===== config.mk =====
export PLATFORM = sky130hd
export DESIGN_NAME = key_entry_controller_flat
export DESIGN_NICKNAME = d
export VERILOG_FILES = /design/src/rtl/aes_ui_pkg.sv /design/src/rtl/key_entry_controller_if.sv /design/src/rtl/button_conditioner.sv /design/src/rtl/key_entry_controller.sv /design/src/flat_wrapper.sv
export SDC_FILE = /design/constraint.sdc
export NUM_CORES = 1
export LEC_CHECK = 0
export ABC_AREA = 1
export CORE_ASPECT_RATIO = 1.25
export CORE_MARGIN = 2
export CORE_UTILIZATION = 30
export DETAILED_ROUTE_END_ITERATION = 16
export PLACE_DENSITY_LB_ADDON = 0.25
export SYNTH_ARGS = -nofsm -noshare
export SYNTH_HDL_FRONTEND = slang
export SYNTH_SLANG_ARGS = --single-unit

===== constraint.sdc =====
create_clock -name clk -period 1.6 [get_ports clk]
set_input_delay 0.32 -clock clk [delete_from_list [all_inputs] [get_ports clk]]
set_output_delay 0.32 -clock clk [all_outputs]
set_load 0.01 [all_outputs]

===== src/rtl/aes_ui_pkg.sv =====
// Shared definitions for the AES front-panel user interface.
// Holds the phase codes that the key entry controller reports and that the
// display controller renders, plus the write-target select encodings used on
// the key/text write port into the AES core.
package aes_ui_pkg;

  // Entry phase codes, also used directly as the FSM state encoding
  typedef enum logic [3:0] {
    PH_IDLE = 4'd0,
    PH_KEY  = 4'd1,
    PH_TEXT = 4'd2,
    PH_RUN  = 4'd3,
    PH_DONE = 4'd4
  } phase_e;

  // Write target select on the AES core write port
  localparam logic WR_SEL_KEY  = 1'b0;
  localparam logic WR_SEL_TEXT = 1'b1;

endpackage


===== src/rtl/key_entry_controller_if.sv =====
// Byte write port between the key entry controller and the AES core.
// Signals:
//   wr_valid - write request, held until accepted
//   wr_ready - core accepts the write this cycle
//   wr_sel   - target, WR_SEL_KEY or WR_SEL_TEXT
//   wr_addr  - byte index within the key or text block
//   wr_data  - byte value
// Modports: master (controller side), slave (AES core side).
interface key_entry_controller_if;

  logic       wr_valid;
  logic       wr_ready;
  logic       wr_sel;
  logic [3:0] wr_addr;
  logic [7:0] wr_data;

  modport master (
    output wr_valid,
    output wr_sel,
    output wr_addr,
    output wr_data,
    input  wr_ready
  );

  modport slave (
    input  wr_valid,
    input  wr_sel,
    input  wr_addr,
    input  wr_data,
    output wr_ready
  );

endinterface


===== src/rtl/button_conditioner.sv =====
// Conditions one raw push-button into a single-cycle press pulse.
// Chain: two-flop synchronizer -> optional debouncer -> rising-edge detector.
// Optional feature macro: KEY_ENTRY_DEBOUNCE_EN. When defined, the accepted
// level only follows the synchronized level after it has differed for
// DEBOUNCE_CYCLES consecutive cycles. When undefined, the edge detector runs
// straight off the synchronizer and the press latency is 3 cycles.
// Ports:
//   clk     - clock
//   rst     - asynchronous active-low reset
//   btn_i   - raw asynchronous active-high button
//   press_o - registered one-cycle press pulse
module button_conditioner #(
  parameter int unsigned DEBOUNCE_CYCLES = 250000
) (
  input  logic clk,
  input  logic rst,
  input  logic btn_i,
  output logic press_o
);

  logic sync1_q;
  logic sync2_q;
  logic prev_q;
  logic press_q;
  logic level;

  // Two-flop synchronizer for the asynchronous button input
  always_ff @(posedge clk or negedge rst) begin
    if (!rst) begin
      sync1_q <= 1'b0;
      sync2_q <= 1'b0;
    end else begin
      sync1_q <= btn_i;
      sync2_q <= sync1_q;
    end
  end

`ifdef KEY_ENTRY_DEBOUNCE_EN
  localparam int unsigned CntW = (DEBOUNCE_CYCLES > 1) ? $clog2(DEBOUNCE_CYCLES) : 1;

  logic [CntW-1:0] cnt_q;
  logic            stable_q;

  // Counts consecutive cycles of disagreement; any agreement restarts the count
  always_ff @(posedge clk or negedge rst) begin
    if (!rst) begin
      cnt_q    <= '0;
      stable_q <= 1'b0;
    end else if (sync2_q != stable_q) begin
      if (cnt_q == CntW'(DEBOUNCE_CYCLES - 1)) begin
        stable_q <= sync2_q;
        cnt_q    <= '0;
      end else begin
        cnt_q <= cnt_q + 1'b1;
      end
    end else begin
      cnt_q <= '0;
    end
  end

  assign level = stable_q;
`else
  assign level = sync2_q;
`endif

  // Rising-edge detector with a registered pulse output
  always_ff @(posedge clk or negedge rst) begin
    if (!rst) begin
      prev_q  <= 1'b0;
      press_q <= 1'b0;
    end else begin
      prev_q  <= level;
      press_q <= level & ~prev_q;
    end
  end

  assign press_o = press_q;

endmodule


===== src/rtl/key_entry_controller.sv =====
// Front-panel key/plaintext entry controller for the AES encrypter.
// Conditions four buttons, runs the entry phase FSM, lets the operator dial
// 16 key bytes and 16 plaintext bytes, and writes each committed byte to the
// AES core over a valid/ready port. Also drives the display-facing values.
// Optional feature macro: KEY_ENTRY_DEBOUNCE_EN (debouncer in each button
// conditioner; without it DEBOUNCE_CYCLES has no effect).
// Ports:
//   clk, rst                    - clock, asynchronous active-low reset
//   btn_inc/dec/next/set        - raw active-high buttons
//   done                        - AES core finished level
//   wr (master)                 - byte write port to the AES core
//   start                       - one-cycle encryption start pulse
//   set                         - one-cycle pulse per accepted set press
//   cur_phase                   - current phase code
//   seven_num                   - byte currently being edited
module key_entry_controller
  import aes_ui_pkg::*;
#(
  parameter int unsigned DEBOUNCE_CYCLES = 250000,
  parameter int unsigned NUM_BYTES       = 16
) (
  input  logic                  clk,
  input  logic                  rst,
  input  logic                  btn_inc,
  input  logic                  btn_dec,
  input  logic                  btn_next,
  input  logic                  btn_set,
  input  logic                  done,
  key_entry_controller_if.master wr,
  output logic                  start,
  output logic                  set,
  output logic [3:0]            cur_phase,
  output logic [7:0]            seven_num
);

  localparam logic [3:0] LastIdx = 4'(NUM_BYTES - 1);

  logic incPress, decPress, nextPress, setPress;

  button_conditioner #(.DEBOUNCE_CYCLES(DEBOUNCE_CYCLES)) u_inc  (.clk(clk), .rst(rst), .btn_i(btn_inc),  .press_o(incPress));
  button_conditioner #(.DEBOUNCE_CYCLES(DEBOUNCE_CYCLES)) u_dec  (.clk(clk), .rst(rst), .btn_i(btn_dec),  .press_o(decPress));
  button_conditioner #(.DEBOUNCE_CYCLES(DEBOUNCE_CYCLES)) u_next (.clk(clk), .rst(rst), .btn_i(btn_next), .press_o(nextPress));
  button_conditioner #(.DEBOUNCE_CYCLES(DEBOUNCE_CYCLES)) u_set  (.clk(clk), .rst(rst), .btn_i(btn_set),  .press_o(setPress));

  phase_e     state_q, state_d;
  logic [3:0] idx_q, idx_d;
  logic [7:0] val_q, val_d;
  logic       wrValid_q, wrValid_d;
  logic       wrSel_q, wrSel_d;
  logic [3:0] wrAddr_q, wrAddr_d;
  logic [7:0] wrData_q, wrData_d;
  logic       start_q, start_d;

  // State and output registers
  always_ff @(posedge clk or negedge rst) begin
    if (!rst) begin
      state_q   <= PH_IDLE;
      idx_q     <= '0;
      val_q     <= '0;
      wrValid_q <= 1'b0;
      wrSel_q   <= WR_SEL_KEY;
      wrAddr_q  <= '0;
      wrData_q  <= '0;
      start_q   <= 1'b0;
    end else begin
      state_q   <= state_d;
      idx_q     <= idx_d;
      val_q     <= val_d;
      wrValid_q <= wrValid_d;
      wrSel_q   <= wrSel_d;
      wrAddr_q  <= wrAddr_d;
      wrData_q  <= wrData_d;
      start_q   <= start_d;
    end
  end

  // Next-state logic. Inside KEY/TEXT the priority is set > pending write >
  // next > inc/dec, so presses arriving while a write is pending are dropped.
  always_comb begin
    state_d   = state_q;
    idx_d     = idx_q;
    val_d     = val_q;
    wrValid_d = wrValid_q;
    wrSel_d   = wrSel_q;
    wrAddr_d  = wrAddr_q;
    wrData_d  = wrData_q;
    start_d   = 1'b0;

    case (state_q)
      PH_IDLE: begin
        if (setPress) begin
          state_d = PH_KEY;
          idx_d   = '0;
          val_d   = '0;
        end
      end

      PH_KEY, PH_TEXT: begin
        if (setPress) begin
          state_d   = PH_IDLE;
          idx_d     = '0;
          val_d     = '0;
          wrValid_d = 1'b0;
        end else if (wrValid_q) begin
          if (wr.wr_ready) begin
            wrValid_d = 1'b0;
            val_d     = '0;
            if (idx_q == LastIdx) begin
              idx_d = '0;
              if (state_q == PH_KEY) begin
                state_d = PH_TEXT;
              end else begin
                state_d = PH_RUN;
                start_d = 1'b1;
              end
            end else begin
              idx_d = idx_q + 4'd1;
            end
          end
        end else if (nextPress) begin
          wrValid_d = 1'b1;
          wrSel_d   = (state_q == PH_TEXT) ? WR_SEL_TEXT : WR_SEL_KEY;
          wrAddr_d  = idx_q;
          wrData_d  = val_q;
        end else if (incPress && !decPress) begin
          val_d = val_q + 8'd1;
        end else if (decPress && !incPress) begin
          val_d = val_q - 8'd1;
        end
      end

      PH_RUN: begin
        if (setPress) begin
          state_d = PH_IDLE;
        end else if (done) begin
          state_d = PH_DONE;
        end
      end

      PH_DONE: begin
        if (setPress) begin
          state_d = PH_KEY;
          idx_d   = '0;
          val_d   = '0;
        end
      end

      default: state_d = PH_IDLE;
    endcase
  end

  assign wr.wr_valid = wrValid_q;
  assign wr.wr_sel   = wrSel_q;
  assign wr.wr_addr  = wrAddr_q;
  assign wr.wr_data  = wrData_q;
  assign start       = start_q;
  assign set         = setPress;
  assign cur_phase   = state_q;
  assign seven_num   = val_q;

endmodule


===== src/flat_wrapper.sv =====
// flat-port wrapper written by rule: the top's interface ports become plain ports
module key_entry_controller_flat import aes_ui_pkg::*;
#(
  parameter int unsigned DEBOUNCE_CYCLES = 250000,
  parameter int unsigned NUM_BYTES       = 16
)
  (clk, rst, btn_inc, btn_dec, btn_next, btn_set, done, start, set, cur_phase, seven_num, wr_wr_valid, wr_wr_sel, wr_wr_addr, wr_wr_data, wr_wr_ready);
  key_entry_controller_if wr_i ();
  input  logic clk;
  input  logic rst;
  input  logic btn_inc;
  input  logic btn_dec;
  input  logic btn_next;
  input  logic btn_set;
  input  logic done;
  output logic start;
  output logic set;
  output logic [3:0] cur_phase;
  output logic [7:0] seven_num;
  output wire logic [$bits(wr_i.wr_valid)-1:0] wr_wr_valid;
  output wire logic [$bits(wr_i.wr_sel)-1:0] wr_wr_sel;
  output wire logic [$bits(wr_i.wr_addr)-1:0] wr_wr_addr;
  output wire logic [$bits(wr_i.wr_data)-1:0] wr_wr_data;
  input wire logic [$bits(wr_i.wr_ready)-1:0] wr_wr_ready;
  assign wr_wr_valid = wr_i.wr_valid;
  assign wr_wr_sel = wr_i.wr_sel;
  assign wr_wr_addr = wr_i.wr_addr;
  assign wr_wr_data = wr_i.wr_data;
  assign wr_i.wr_ready = wr_wr_ready;
  key_entry_controller #(.DEBOUNCE_CYCLES(DEBOUNCE_CYCLES), .NUM_BYTES(NUM_BYTES)) u_core (.clk(clk), .rst(rst), .btn_inc(btn_inc), .btn_dec(btn_dec), .btn_next(btn_next), .btn_set(btn_set), .done(done), .wr(wr_i), .start(start), .set(set), .cur_phase(cur_phase), .seven_num(seven_num));
endmodule

After elaboration in Yosys (flattened, before gate mapping)
Cells that the tools add are included.

storage, ports and cells
  register bits after elaboration = 47
  input port bits = 8
  output and inout port bits = 28

cells by class
  add/sub/neg operators = 3
  equal/unequal tests = 13
  muxes and demuxes = 34
  bitwise operators = 10
  reductions and logical operators = 12

operators with widths
  kind                   count
  $mux W8                7
  $mux W4                12
  $pmux W8 S2            1
  $mux W1                12
  $pmux W4 S3            1
  $reduce_and A5 Y1      2
  $add A8 B1 Y8 const B  1
  $eq A4 B2 Y1 const B   2
  $pmux W4 S2            1
  $reduce_and A4 Y1      2
  $sub A8 B1 Y8 const B  1
  $ne A3 B2 Y1 const B   2
  $ne A3 B3 Y1 const B   2
  $not A1 Y1             6
  $ne A5 B2 Y1 const B   1
  $add A4 B1 Y4 const B  1
  $and A1 B1 Y1          4
  $eq A4 B1 Y1 const B   1
  $eq A4 B3 Y1 const B   1
  $eq A4 B4 Y1 const B   1
  $logic_not A4 Y1       1
  $ne A4 B3 Y1 const B   1
  $ne A4 B4 Y1 const B   1
  $reduce_or A2 Y1       2
  4 further kinds        6

Logic depth before layout (Yosys ltp)
  word-level depth = 8
  mapped depth = 12

Modules after synthesis
Synthesis repeated with hierarchy kept, for this count alone.

second synthesis, totals
  cells, all modules = 255
  area, all modules = 2208.4 um^2

by module, submodules not included
  module                times used  cells an instance  area an instance (um^2)
  key_entry_controller  1           231                1767.9
  button_conditioner    4           6                  110.1

Least setup slack after synthesis
No wires, ideal clock.

  kind = register to register
  from = register u_core.u_dec.press_q (netlist: u_core.u_dec.press_o)
  to = register u_core.val_q[7] (netlist: u_core.seven_num[7])
  library setup time = 116 ps
  data arrival time = 1639 ps
  path slack = -155 ps
  cell stages (with the launch flop) = 12
  path buffers = 0
  cell sequence = dfrtp_1 > inv_1 > ha_1 > inv_1 > ha_1 > or2_2 > nand3_1 > nand3_1 > nand2_1 > nor2_1 > nand2_1 > nand2_1

between the ends
  longest elaborated chain between the ends = 7
  elaborated cells between the ends (all ways) = 10

RTL lines
  what                    line                         source
  start, declared         button_conditioner.sv:24     logic press_q;
  start signal, assigned  button_conditioner.sv:73     press_q <= level & ~prev_q;
  $logic_not A1 Y1        key_entry_controller.sv:125  end else if (incPress && !decPress) begin
  $logic_and A1 B1 Y1     key_entry_controller.sv:125
  $mux W8                 key_entry_controller.sv:125
  $mux W8                 key_entry_controller.sv:120  end else if (nextPress) begin
  $mux W8                 key_entry_controller.sv:104  end else if (wrValid_q) begin
  $mux W8                 key_entry_controller.sv:99   if (setPress) begin
  $pmux W8 S2             key_entry_controller.sv:89   case (state_q)
  end signal, assigned    key_entry_controller.sv:68   val_q <= val_d;
  end, declared           key_entry_controller.sv:47   logic [7:0] val_q, val_d;

Several ways; a longest one is shown, not always the timed one. The select of a mux whose other input is x is not followed.
A chain may end at the register's enable or synchronous reset.

Worst setup path after layout
  from = register u_core.u_inc.press_q (netlist: u_core.u_inc.press_o)
  to = register u_core.val_q[5] (netlist: u_core.seven_num[5])

between the ends
  longest elaborated chain between the ends = 6
  elaborated cells between the ends (all ways) = 10

RTL lines
  what                    line
  start, declared         button_conditioner.sv:24
  start signal, assigned  button_conditioner.sv:73
  $logic_and A1 B1 Y1     key_entry_controller.sv:125
  $mux W8                 key_entry_controller.sv:125
  $mux W8                 key_entry_controller.sv:120
  $mux W8                 key_entry_controller.sv:104
  $mux W8                 key_entry_controller.sv:99
  $pmux W8 S2             key_entry_controller.sv:89

Several ways; a longest one is shown, not always the timed one. The select of a mux whose other input is x is not followed.

==> flow_summary.yaml <==
drt:
  drcViolationCount: 0
  drt_iter0_markers: 38
  postRouteAntennaNets: 0
  via_per_inst: 4.45
  drt_pass1_iterations: 4
  vias: 1810
  wirelength_microns: 4940
  drt-wirelength-per-cell_microns: 12.1
clocking:
  tritoncts: "yes"
  cts.sinks: 46
  cts_root_buf: "clkbuf_8"
  numCtsBuffers: 5
  cts.clk_slew.worst_paths_ns: 0.08
  insertion_delay_ns: 0.30
  cts_htree_levels: 2
  cts_buffer_depth: 2
worst_setup_path:
  cp-startpoint: "u_core.u_inc.press_o$_DFF_PN0_"
  ff2ff_path_depth: 10
  worstPathRequired_ns: 1.80
  critPathKind: "reg -> reg"
  rr_endpoint: "u_core.seven_num[5]$_DFFE_PN0P_"
  crit_fanout: 6
  r2r_setup_slack_ns: -0.07
  end_kind: "register"
  r2r-start: "u_core.u_inc.press_o$_DFF_PN0_"
  crit_end: "u_core.seven_num[5]$_DFFE_PN0P_"
  arrival_ns: 1.87
  crit_path_start_kind: "register"
cells_and_area:
  stdcell_count: 407
  fin_nets: 333
  drive_gt1_frac: 0.300
  register_area_sq_mm: 0.00116
  fillers: 691
  area_growth_pct: 45.9
  n_antenna_cell: 0
  multiInputGateArea_sq_mm: 0.00105
  final_cell_mix: "nand2_1, dfrtp_1, buf_4"
  layout_commonest_cell: "nand2_1"
floorplanning:
  dieArea_sq_mm: 0.00794
  core_area_sq_mm: 0.00698
  core.rowCount: 34
  die_y_microns: 99.1
  io_pins: 36
  initial_core_util: 0.311
  die_w_microns: 80.1
global_routing:
  antenna_found_initial: 0
  met1_usage: 0.163
  grt_pass1_wl_microns: 8660
  use_met3: 0.0309
  grtUsageTotal: 0.140
  grt-busiest-layer: "met2"
  grt_max_degree: 31
  first_global_vias: 1866
  use_met2: 0.247
  grt.overflow.total: 0
timing:
  post-route-period-util: 1.04
  min_period_ns: 1.67
  grt_setup_unrepaired: "true"
  drv_slew: 0
  setup_ws_ns: -0.0696
  fmax_ghz: 0.599
  finalHoldViolations: 0
  skew_ns: 0.00847
  setup_viol: 3
run_status:
  outcome: "finished, violations left"
  violations: "setup timing"
synth:
  synth_area_sq_mm: 0.00217
  ys_seq_area_frac: 0.530
  synthCells: 242
  yosysUniqueCellTypes: 32
  avgSynthCellArea_sq_um: 8.98
  synth_warnings: 0
  syn_nets: 259
  ys_seq_elements: 46
power_and_ir_drop:
  irDropWorstVdd_mv: 0.704
  p_leak_nw: 1.54
  power.density_mw_per_mm2: 1730
min_path:
  min-delay-path-class: "reg -> reg"
placed_design:
  dp_cells: 379
  gp_congestion: 0.786
  dp_slack_ns: -0.104
  io_buffers: 34
  dp.final_hpwl_microns: 3500
flow_run:
  cap_violations: 0
-- synthesized netlist by cell type --
cell type,number,share of area
nand2_1,75,0.13
o21ai_0,11,0.025
o21ai_2,4,0.016
nand4_1,2,0.0058
nor4_1,1,0.0029
a21oi_2,1,0.0040
nand2_2,4,0.012
o21ai_1,2,0.0046
nand3_4,1,0.0081
buf_4,1,0.0035
xnor2_1,1,0.0040
a21oi_1,6,0.014
nand3_2,2,0.0092
inv_1,24,0.041
nand3b_1,3,0.010
buf_6,1,0.0052
fa_1,1,0.0092
conb_1,1,0.0017
nand3_1,15,0.035
dfrtp_1,46,0.53
inv_2,2,0.0035
nor2_2,2,0.0058
nand3b_2,1,0.0052
or2_2,4,0.012
buf_2,1,0.0023
nor2_4,1,0.0052
nor2_1,17,0.029
o21a_1,1,0.0035
ha_1,8,0.046
xor2_1,1,0.0040
o211ai_1,1,0.0035
nor2_8,1,0.0092
-- final cells by class --
| type | instances | share of cell area |
|---|---|---|
| Clock inverter | 2 | 0.0118 |
| Clock buffer | 6 | 0.0229 |
| Timing Repair Buffer | 70 | 0.199 |
| Inverter | 26 | 0.0351 |
| Sequential cell | 46 | 0.365 |
| Tap cell | 90 | 0.0355 |
| Multi-Input combinational cell | 167 | 0.330 |
-- stage by stage --
stage	setup TNS (ns)	power (mW)	area, sq um	hold WS, ns	utilization
finish	-0.122	5.49	3170	0.355	0.454
global route	-0.722	5.95	3170	0.362	0.454
CTS	-0.138	5.31	3050	0.357	0.437
detailed placement	-0.383	4.21	2770	0.309	0.397
global placement	-0.264	4.17	2770	0.296	0.397
floorplan	0	3.16	2200	0.0244	-
-- worst max-delay path, stage by stage, from the launching register on --
cell and delay (ns):
dfrtp_1 0.41, ha_4 0.20, inv_8 0.09, ha_4 0.21, or2_4 0.25, nand3b_1 0.13, nand3_1 0.09, nand2_1 0.06
nor2_1 0.04, nand2_1 0.05, nand2_1 0.04
-- routing by layer --
layer,wire length [microns],vias to the layer above
li1,-,918
met5,0,-
met2,2670,30
met1,2030,856
met4,70,0
met3,166,6
-- cell families after synthesis --
group | synth area share
xor gates and xnor gates | 0.00807
adders and majority gates | 0.0553
other | 0.00173
DFF | 0.530
AOI/OAI and AO/OA | 0.0709
buffers and inverters | 0.0559
and+or+nand+nor | 0.278
-- report_power, final --
part | switching, mW | leakage (nW) | internal [mW]
clock network | 0.398 | 0.0514 | 0.466
registers | 0.192 | 0.586 | 1.46
logic | 1.53 | 0.905 | 1.44
total | 2.12 | 1.54 | 3.37
-- how the worst min path moves through the flow --
stage,from,endpoint,cells past startpoint
after detailed placement,rst,u_core.wr.wr_addr[1]$_DFFE_PN0P_,1
final,u_core.u_inc.sync1_q$_DFF_PN0_,u_core.u_inc.level$_DFF_PN0_,0
after global routing,u_core.u_dec.sync1_q$_DFF_PN0_,u_core.u_dec.level$_DFF_PN0_,0
after floorplan,rst,u_core.cur_phase[0]$_DFFE_PN0P_,0
after global placement,rst,u_core.wr.wr_addr[1]$_DFFE_PN0P_,1
after CTS,u_core.u_inc.sync1_q$_DFF_PN0_,u_core.u_inc.level$_DFF_PN0_,0
-- state kept, by name (all words and copies together), names as in the netlist, 3 cells and up --
register           flops
u_core.cur_phase       3
u_core.idx_q           4
u_core.seven_num       8
u_core.wr.wr_data      8
u_core.wr.wr_addr      4
-- repair_timing --
action                                 CTS  global route
hold buffers                             1             0
setup endpoints to repair               16            16
pin swaps                                8            11
setup buffers                           13             6
endpoints found under the hold margin   16             0
resized for setup                       25            20
gates cloned                             0             0
No activity file was read; power rests on OpenSTA's default activity.
